[config.mk]
export PLATFORM = sky130hd
export DESIGN_NAME = rom_select_ctrl_flat
export DESIGN_NICKNAME = d
export VERILOG_FILES = /design/src/rtl/rom_select_ctrl_if.sv /design/src/rtl/rom_select_ctrl.sv /design/src/flat_wrapper.sv
export SDC_FILE = /design/constraint.sdc
export NUM_CORES = 1
export LEC_CHECK = 0
export ABC_AREA = 1
export BUFFER_PORTS_ARGS = -buffer_cell sky130_fd_sc_hd__buf_2
export CORE_MARGIN = 2
export CORE_UTILIZATION = 50
export DETAILED_ROUTE_END_ITERATION = 8
export GPL_ROUTABILITY_DRIVEN = 1
export HOLD_SLACK_MARGIN = 0.08
export PLACE_DENSITY_LB_ADDON = 0.05
export SLEW_MARGIN = 20
export SYNTH_ARGS = -nofsm -noshare
export SYNTH_HDL_FRONTEND = slang
export SYNTH_SLANG_ARGS = --single-unit
[constraint.sdc]
create_clock -name clock -period 3.6 [get_ports clock]
set_input_delay 0.18 -clock clock [delete_from_list [all_inputs] [get_ports clock]]
set_output_delay 0.18 -clock clock [all_outputs]
set_load 0.01 [all_outputs]
[src/rtl/rom_select_ctrl_if.sv]
// rom_select_ctrl_if: front-panel buttons, main_mem handshake and status of the ROM selector
interface rom_select_ctrl_if #(
  parameter int NUM_BTN = 4,
  parameter int IDX_W   = 4
);
  logic [NUM_BTN-1:0] btn_n;
  logic               shift_n;
  logic               load_done;
  logic               reload;
  logic [IDX_W-1:0]   index;
  logic               busy;
  logic [NUM_BTN:0]   btn_db;
  modport master (output btn_n, shift_n, load_done, input reload, index, busy, btn_db);
  modport slave  (input btn_n, shift_n, load_done, output reload, index, busy, btn_db);
endinterface

[src/rtl/rom_select_ctrl.sv]
// rom_select_ctrl: debounced ROM selector issuing one reload pulse per selection; ROM_SEL_NEXTPREV_EN adds NEXT/PREV buttons
module rom_select_ctrl #(
  parameter int NUM_BTN         = 4,
  parameter int IDX_W           = 4,
  parameter int NUM_ROMS        = 8,
  parameter int DEBOUNCE_CYCLES = 65536,
  parameter int LOAD_TIMEOUT    = 1 << 24
) (
  input logic clock,
  input logic reset,
  rom_select_ctrl_if.slave bus
);
  localparam int NIN = NUM_BTN + 1;
  localparam int DW  = $clog2(DEBOUNCE_CYCLES);
  localparam int TW  = $clog2(LOAD_TIMEOUT);
  localparam int CW  = IDX_W + 1;
`ifdef ROM_SEL_NEXTPREV_EN
  localparam int NSEL = NUM_BTN - 2;
`else
  localparam int NSEL = NUM_BTN;
`endif
  typedef enum logic [1:0] {IDLE, ARMED, FIRE, WAIT_LOAD} state_t;
  logic [NIN-1:0]     raw, db_q, db_d;
  logic [NUM_BTN-1:0] rise_q, rise_d;
  logic [DW-1:0]      cnt_q [NIN];
  logic [DW-1:0]      cnt_d [NIN];
  logic [CW-1:0]      low, cand;
  logic               cand_ok, sel_rise, held_any, nav_go;
  logic [IDX_W-1:0]   nav_idx, pending_q, pending_d, index_q, index_d;
  logic [TW-1:0]      to_q, to_d;
  logic               seen_low_q, seen_low_d, reload_q, reload_d, busy_q, busy_d;
  state_t             state_q, state_d;
  assign raw = {~bus.shift_n, ~bus.btn_n};
  // Debounce: a differing raw level must persist DEBOUNCE_CYCLES cycles before it is accepted
  always_comb begin
    for (int i = 0; i < NIN; i++) begin
      cnt_d[i] = '0;
      db_d[i]  = db_q[i];
      if (raw[i] != db_q[i]) begin
        db_d[i]  = (cnt_q[i] == DW'(DEBOUNCE_CYCLES - 1)) ? ~db_q[i] : db_q[i];
        cnt_d[i] = (cnt_q[i] == DW'(DEBOUNCE_CYCLES - 1)) ? '0 : cnt_q[i] + 1'b1;
      end
    end
    rise_d = db_d[NUM_BTN-1:0] & ~db_q[NUM_BTN-1:0];
  end
  // Candidate index from the lowest held select plus the shift bank offset, and NEXT/PREV wrap targets
  always_comb begin
    low = '0;
    for (int i = NSEL - 1; i >= 0; i--) if (db_q[i]) low = CW'(i);
    cand     = low + (db_q[NUM_BTN] ? CW'(NSEL) : '0);
    cand_ok  = (|db_q[NSEL-1:0]) && (cand < CW'(NUM_ROMS));
    sel_rise = |rise_q[NSEL-1:0];
    held_any = |db_q[NUM_BTN-1:0];
`ifdef ROM_SEL_NEXTPREV_EN
    nav_go  = rise_q[NUM_BTN-1] | rise_q[NUM_BTN-2];
    nav_idx = rise_q[NUM_BTN-1] ? ((index_q == IDX_W'(NUM_ROMS - 1)) ? '0 : index_q + 1'b1)
                                : ((index_q == '0) ? IDX_W'(NUM_ROMS - 1) : index_q - 1'b1);
`else
    nav_go  = 1'b0;
    nav_idx = '0;
`endif
  end
  // Selection FSM: arm on a fresh press, fire on release, then wait out the main_mem load
  always_comb begin
    state_d    = state_q;
    pending_d  = pending_q;
    to_d       = to_q;
    seen_low_d = seen_low_q;
    case (state_q)
      IDLE: begin
        state_d   = (nav_go || (sel_rise && cand_ok)) ? ARMED : IDLE;
        pending_d = nav_go ? nav_idx : (sel_rise && cand_ok) ? cand[IDX_W-1:0] : pending_q;
      end
      ARMED: begin
        state_d   = held_any ? ARMED : FIRE;
        pending_d = (held_any && cand_ok) ? cand[IDX_W-1:0] : pending_q;
      end
      FIRE: begin
        state_d    = WAIT_LOAD;
        to_d       = '0;
        seen_low_d = 1'b0;
      end
      default: begin
        to_d       = to_q + 1'b1;
        seen_low_d = seen_low_q | ~bus.load_done;
        state_d    = ((seen_low_q && bus.load_done) || to_q == TW'(LOAD_TIMEOUT - 1)) ? IDLE : WAIT_LOAD;
      end
    endcase
    index_d  = (state_d == FIRE) ? pending_q : index_q;
    reload_d = state_d == FIRE;
    busy_d   = (state_d == FIRE) || (state_d == WAIT_LOAD);
  end
  // State and registered outputs, all cleared by reset
  always_ff @(posedge clock) begin
    if (reset) begin
      for (int i = 0; i < NIN; i++) cnt_q[i] <= '0;
      db_q       <= '0;
      rise_q     <= '0;
      state_q    <= IDLE;
      pending_q  <= '0;
      index_q    <= '0;
      to_q       <= '0;
      seen_low_q <= 1'b0;
      reload_q   <= 1'b0;
      busy_q     <= 1'b0;
    end else begin
      for (int i = 0; i < NIN; i++) cnt_q[i] <= cnt_d[i];
      db_q       <= db_d;
      rise_q     <= rise_d;
      state_q    <= state_d;
      pending_q  <= pending_d;
      index_q    <= index_d;
      to_q       <= to_d;
      seen_low_q <= seen_low_d;
      reload_q   <= reload_d;
      busy_q     <= busy_d;
    end
  end
  assign bus.reload = reload_q;
  assign bus.index  = index_q;
  assign bus.busy   = busy_q;
  assign bus.btn_db = db_q;
endmodule

[src/flat_wrapper.sv]
// flat-port wrapper written by rule: the top's interface ports become plain ports
module rom_select_ctrl_flat 
#(
  parameter int NUM_BTN         = 4,
  parameter int IDX_W           = 4,
  parameter int NUM_ROMS        = 8,
  parameter int DEBOUNCE_CYCLES = 65536,
  parameter int LOAD_TIMEOUT    = 1 << 24
)
  (clock, reset, bus_btn_n, bus_shift_n, bus_load_done, bus_reload, bus_index, bus_busy, bus_btn_db);
  rom_select_ctrl_if #(.NUM_BTN(NUM_BTN), .IDX_W(IDX_W)) bus_i ();
  input logic clock;
  input logic reset;
  input wire logic [$bits(bus_i.btn_n)-1:0] bus_btn_n;
  input wire logic [$bits(bus_i.shift_n)-1:0] bus_shift_n;
  input wire logic [$bits(bus_i.load_done)-1:0] bus_load_done;
  output wire logic [$bits(bus_i.reload)-1:0] bus_reload;
  output wire logic [$bits(bus_i.index)-1:0] bus_index;
  output wire logic [$bits(bus_i.busy)-1:0] bus_busy;
  output wire logic [$bits(bus_i.btn_db)-1:0] bus_btn_db;
  assign bus_i.btn_n = bus_btn_n;
  assign bus_i.shift_n = bus_shift_n;
  assign bus_i.load_done = bus_load_done;
  assign bus_reload = bus_i.reload;
  assign bus_index = bus_i.index;
  assign bus_busy = bus_i.busy;
  assign bus_btn_db = bus_i.btn_db;
  rom_select_ctrl #(.NUM_BTN(NUM_BTN), .IDX_W(IDX_W), .NUM_ROMS(NUM_ROMS), .DEBOUNCE_CYCLES(DEBOUNCE_CYCLES), .LOAD_TIMEOUT(LOAD_TIMEOUT)) u_core (.clock(clock), .reset(reset), .bus(bus_i));
endmodule
* Word level (Yosys, flattened, before mapping)
Memories as Yosys holds them, arrays and structs flattened.
Cells that the tools add are included.
** Storage, ports and cells
- Bits in registers :: 46
- Memory bits (writable) :: 80
- Output and inout bits :: 11
- Memories :: 1
** Cells by class
- Add/subtract/negate cells :: 7
- Order comparisons :: 1
- Equal/unequal tests :: 17
- Multiplexer cells :: 40
- Bitwise operators :: 16
- Reductions and logical operators :: 13
** Memory list
- u_core.cnt_q :: words 5, width 16, rd ports 5, clocked after memory_dff 0, write ports 5, RTL line rom_select_ctrl.sv:25 : logic [DW-1:0] cnt_q [NIN];
** Operator list (number)
- $mux W16 :: 15
- $add A16 B1 Y16 const B :: 5
- $eq A16 B16 Y1 const B :: 5
- $pmux W24 S2 :: 1
- $add A24 B1 Y24 const B :: 1
- $eq A24 B24 Y1 const B :: 1
- $mux W1 :: 12
- $mux W2 :: 6
- $mux W4 :: 2
- $not A4 Y4 :: 2
- $pmux W4 S2 :: 1
- $reduce_or A4 Y1 :: 2
- $not A1 Y1 :: 7
- $eq A2 B2 Y1 const B :: 3
- $or A1 B1 Y1 :: 6
- $pmux W2 S3 :: 1
- $add A2 B5 Y5 :: 1
- $lt A5 B4 Y1 const B :: 1
- $ne A1 B1 Y1 :: 5
- $and A4 B4 Y4 :: 1
- $logic_and A1 B1 Y1 :: 4
- $ne A2 B1 Y1 const B :: 2
- $mux W3 :: 1
- $reduce_and A3 Y1 :: 1
- 7 further kinds :: 8

* Logic depth before layout (Yosys ltp)
- Depth in word-level cells :: 12
- Gate-level depth with buffers :: 10
- Gate-level depth less buffers :: 10

* Worst setup path after synthesis
No wires, ideal clock.
- Kind :: register to register
- From :: memory u_core.cnt_q[0][64] in the netlist's numbering
- To :: memory u_core.cnt_q[0][73] in the netlist's numbering
- Library setup time :: 0.115 ns
- Data arrival time :: 1.384 ns
- Data required time :: 3.485 ns
- Setup slack :: 2.102 ns
- Stages on the path, launching flop included :: 10
- Buffers on the path :: 1
- Clock period less this slack :: 1.498 ns
- Path through :: dfxtp_1 ha_1 nand2_2 nor3_4 nand2_4 nor2_4 nand2_4 nand2_4 buf_12 nor2_2
** RTL lines (RTL line)
- start, declared :: rom_select_ctrl.sv:25

* Final worst setup path
- From :: register u_core.state_q[1]
- To :: register u_core.to_q[18]
** On the way
- Longest elaborated chain between the ends :: 3
- Elaborated cells between the ends (all ways) :: 5
** Ends and longest elaborated chain
- start, declared :: RTL line rom_select_ctrl.sv:32 : state_t state_q, state_d;
- start signal, assigned :: RTL line rom_select_ctrl.sv:110 : state_q <= state_d;
- $eq A2 B1 Y1 or $logic_not A2 Y1 (tied branches) :: RTL line rom_select_ctrl.sv:69 : case (state_q)
- $reduce_or A2 Y1 (no line)
- $pmux W24 S2 :: RTL line rom_select_ctrl.sv:69
- end signal, assigned :: RTL line rom_select_ctrl.sv:113 : to_q <= to_d;
- end, declared :: RTL line rom_select_ctrl.sv:30 : logic [TW-1:0] to_q, to_d;
Parallel ways exist; a longest one is shown, timed or not.
A chain may end at the register's enable or synchronous reset.

==> results.md <==
| Metric | This run | Unit |
| --- | --- | --- |
| Num rows | 39 | - |
| Proportion of register bits with asynchronous set or reset after synthesis | 0 | - |
| Die height | 112 | um |
| Share of synthesized area spent on multiplexers | 0 | - |
| Number of synthesized register bits | 124 | - |
| Max cap viols | 0 | - |
| Count of mapped cells out of synthesis | 806 | - |
| Unique masters post-synth | 41 | - |
| Worst setup timing slack at the placement stage | 1910 | ps |
| Number of buffers added by the clock tree synthesis step | 17 | - |
| Half-perimeter wire length after detailed placement | 8030 | um |
| Cell types occupying the most area after synthesis | sky130_fd_sc_hd__dfxtp_1, sky130_fd_sc_hd__nand2_1, sky130_fd_sc_hd__nor2_1 | - |
| Setup-violating endpoint count in the final report | 0 | - |
| Drt total wl | 10900 | um |
| Slack of the critical path | 1900 | ps |
| Cell at the slowest stage of the critical path | sky130_fd_sc_hd__dfxtp_1 | - |
| Placer congestion estimate | 0.835 | - |
| Startpoint of the most critical hold path | bus_btn_n[3] | - |
| Post-synthesis cell area | 0.00580 | mm2 |
| H-tree levels | 4 | - |
| Setup crit end kind | flop | - |
| LEAKAGE | 2.58 | nW |
| Initial antenna violation count | 0 | - |
| Area grow syn2layout | 14.1 | % |
| Die Outline Area | 0.0125 | mm2 |
| Compound-Gate Fraction of Synth Area | 0.0766 | - |
| Avg Vias per Cell | 4.89 | - |
| Clock latency at the later pin of the worst-skew pair | 410 | ps |
| FF-to-FF Start | u_core.state_q[1]$_SDFF_PP0_ | - |
| Total overflow reported by the global router | 0 | - |
| Count of vias placed by the detailed router | 4845 | - |
| Signal arrival time at the worst endpoint | 2000 | ps |
| Most used DFF post-synth | sky130_fd_sc_hd__dfxtp_1 | - |
| Number of buffers on the longest clock path | 2 | - |
| Router iterations before antenna repair | 5 | - |
| Number of top-level design ports | 19 | - |
| Maximum number of pins on one net before global-route repair | 21 | - |
| Run status | complete, no violations | - |
| Crit path launch type | flop | - |
| Number of I/O port buffers | 17 | - |
| Clock-pin transition on the worst setup and hold timing paths | 50 | ps |
| Total inserted antenna cells | 0 | - |
| Count of warnings emitted by yosys | 0 | - |
| Clock tree root driver cell | sky130_fd_sc_hd__clkbuf_16 | - |
| Sinks on Clock Net | 124 | - |
| Total chip power | 3.15 | mW |
| Pins Over Slew Limit | 0 | - |
| Period utilisation layout | 0.472 | - |
| Layout Nets | 849 | - |
| Combined global-route utilization of all metal layers | 0.186 | - |
| Worst clock skew | 5.90 | ps |
| Number of hold violations in the final report | 0 | - |
| Number of nets produced by synthesis | 820 | - |
| Setup Total Neg Slack | 0 | ps |
| Core area | 0.0114 | mm2 |
| Initial standard-cell utilization of the core | 0.510 | - |
| Endpoint of the worst hold-timing path | u_core.bus.btn_db[3]$_SDFF_PP0_ | - |
| Adder-cell area share of the yosys netlist | 0.0129 | - |
| Post-Synth Simple-Gate Area | 0.336 | - |
| Ordered list of cells on the worst path | inv_2, nor2_2, inv_1, nor2_1, nand2_1, nor2_1, nand3_1, nand2_1, nor2_1 | - |
| Average cell area after synthesis | 7.20 | um2 |
| Critical path type | reg2reg | - |
| Slowest Stage Delay on Critical Path | 580 | ps |
| Count of cells along the worst hold path | 4 | - |
| Achievable frequency | 0.589 | GHz |
| Cell type with the highest occurrence count on the critical path | sky130_fd_sc_hd__nor2_1 | - |
| Required time of the critical path | 3900 | ps |
| Fraction of final layout cells with drive strength greater than 1 | 0.118 | - |
| Remaining antenna violation count after routing | 0 | - |
| Post-synthesis share of cell area spent on xor and xnor gates | 0.0559 | - |
| Chip width | 112 | um |
| Initial DRC count | 199 | - |
| Cell depth of the worst flop-to-flop path | 9 | - |
| Register-to-register setup slack | 1900 | ps |
| Count of flip-flops with a built-in enable after synthesis | 0 | - |
| Global-route wire length before repair | 19300 | um |
| Combinational family with the most area after synthesis | simple AND/OR/NAND/NOR gates | - |
| Sequential area share after synthesis | 0.428 | - |
| Max Fanout on Critical Path | 12 | - |
| Max VDD drop | 0.338 | mV |
| Ratio of total power to cell area | 476 | mW/mm2 |
| Top cell type's share of synthesized area | 0.428 | - |
| Path type of the worst min-delay path | in2reg | - |
| Minimum clock period | 1700 | ps |
| Post-synthesis cell type with the largest combined area | sky130_fd_sc_hd__dfxtp_1 | - |
| CTS tree | done | - |
| Reg2Reg Capture Point | u_core.to_q[18]$_SDFFE_PP0N_ | - |
| Number of design rule violations left after detail routing | 0 | - |
| Via count of the first global-routing pass | 4563 | - |
| RSZ-0062 raised after global routing | no | - |
| Drt wl/cell | 11.0 | um |
## routing by layer
layer,track usage,share of wire,vias to the layer above
met5,0,0,-
met4,0.0700,0.0091,0
met3,0.0550,0.029,12
met2,0.305,0.47,55
met1,0.233,0.49,2170
li1,-,-,2608
## worst max path at each step
stage	slack, ps	to	startpoint
after floorplan	2100	u_core.cnt_q[0][73]$_SDFF_PP0_	u_core.cnt_q[0][64]$_SDFF_PP0_
after global placement	1970	u_core.to_q[18]$_SDFFE_PP0N_	u_core.state_q[1]$_SDFF_PP0_
after detailed placement	1910	u_core.to_q[18]$_SDFFE_PP0N_	u_core.state_q[1]$_SDFF_PP0_
after CTS	1890	u_core.to_q[18]$_SDFFE_PP0N_	u_core.state_q[1]$_SDFF_PP0_
after global routing	1660	u_core.to_q[18]$_SDFFE_PP0N_	u_core.state_q[1]$_SDFF_PP0_
final	1900	u_core.to_q[18]$_SDFFE_PP0N_	u_core.state_q[1]$_SDFF_PP0_
## cells by family after synthesis
| group | after synthesis |
|---|---|
| AND/OR/NAND/NOR | 431 |
| buffers and inverters | 125 |
| flip-flops | 124 |
| AO/OA/AOI/OAI | 82 |
| XOR/XNOR | 37 |
| adder cells (fa/ha/maj) | 6 |
| other | 1 |
## critical path, delay by kind of cell (launching register included)
family / cells / cell delay [ps]
simple gates: 7 / 780
flops: 1 / 580
buf+inv: 2 / 230
## what timing repair did
action | 4_1_cts | 5_1_grt
endpoints found under the hold margin | 6 | 0
endpoints found under the setup margin | 0 | 0
hold buffers | 4 | 0
buffers inserted | 0 | 0
gates resized for setup | 0 | 0
## Yosys cell counts, types with 4 or more instances
| library cell | n |
|---|---|
| sky130_fd_sc_hd__nand2_1 | 159 |
| sky130_fd_sc_hd__nor2_1 | 138 |
| sky130_fd_sc_hd__dfxtp_1 | 124 |
| sky130_fd_sc_hd__inv_1 | 107 |
| sky130_fd_sc_hd__a21oi_1 | 43 |
| sky130_fd_sc_hd__nand3_1 | 40 |
| sky130_fd_sc_hd__o21ai_0 | 27 |
| sky130_fd_sc_hd__xor2_1 | 25 |
| sky130_fd_sc_hd__nor3_1 | 24 |
| sky130_fd_sc_hd__nor2_2 | 23 |
| sky130_fd_sc_hd__nand4_1 | 18 |
| sky130_fd_sc_hd__xnor2_1 | 12 |
| sky130_fd_sc_hd__ha_1 | 6 |
| sky130_fd_sc_hd__buf_2 | 5 |
| sky130_fd_sc_hd__inv_2 | 5 |
| sky130_fd_sc_hd__buf_4 | 4 |
| sky130_fd_sc_hd__nor3b_1 | 4 |
## through the flow
stage / hold WS (ps) / utilization / instances / instance area [um2]
after floorplan: 361 / - / 806 / 5800
after CTS: 90.1 / 0.582 / 991 / 6620
after global routing: 128 / 0.582 / 991 / 6620
after global placement: 427 / 0.525 / 955 / 5970
final: 107 / 0.582 / 991 / 6620
after detailed placement: 436 / 0.525 / 955 / 5970
## cell usage in the layout (no fill, tap or decap), drive strengths merged, types with 4 or more instances in the layout
cell type,netlist,layout
dfxtp,124,124
nor3,29,29
nand3,42,42
ha,6,6
nor2,164,164
clkbuf,0,20
clkinvlp,0,4
nand2,165,165
a21oi,44,44
xnor2,12,12
nor3b,4,4
o21ai,28,28
dlygate4sd3,0,4
xor2,25,25
inv,112,112
nand4,18,18
or2,6,6
buf,12,18
clkinv,1,6
## layout make-up
class	instances	area, um2
clock buffers	20	457
clock inverters	12	145
fillers	1077	4750
inverters	113	425
multi-input cells	557	2800
flip-flops and latches	124	2480
well taps	143	179
repair buffers	22	133
## flip-flops by register name, summed over array words and instances, names as in the netlist
name,cells
u_core.bus.busy,1
u_core.cnt_q,80
u_core.to_q,24
u_core.state_q,2
u_core.seen_low_q,1
u_core.bus.btn_db,5
u_core.bus.reload,1
u_core.bus.index,3
u_core.rise_q,4
u_core.pending_q,3
## where the power goes
part	switching, mW	leakage, nW	total, mW	internal [mW]
clock	0.590	0.288	1.71	1.12
combinational	0.0393	1.29	0.0567	0.0173
sequential	0.00424	1.00	1.38	1.38
total	0.634	2.58	3.15	2.51
(Power assumes the default switching activity.)
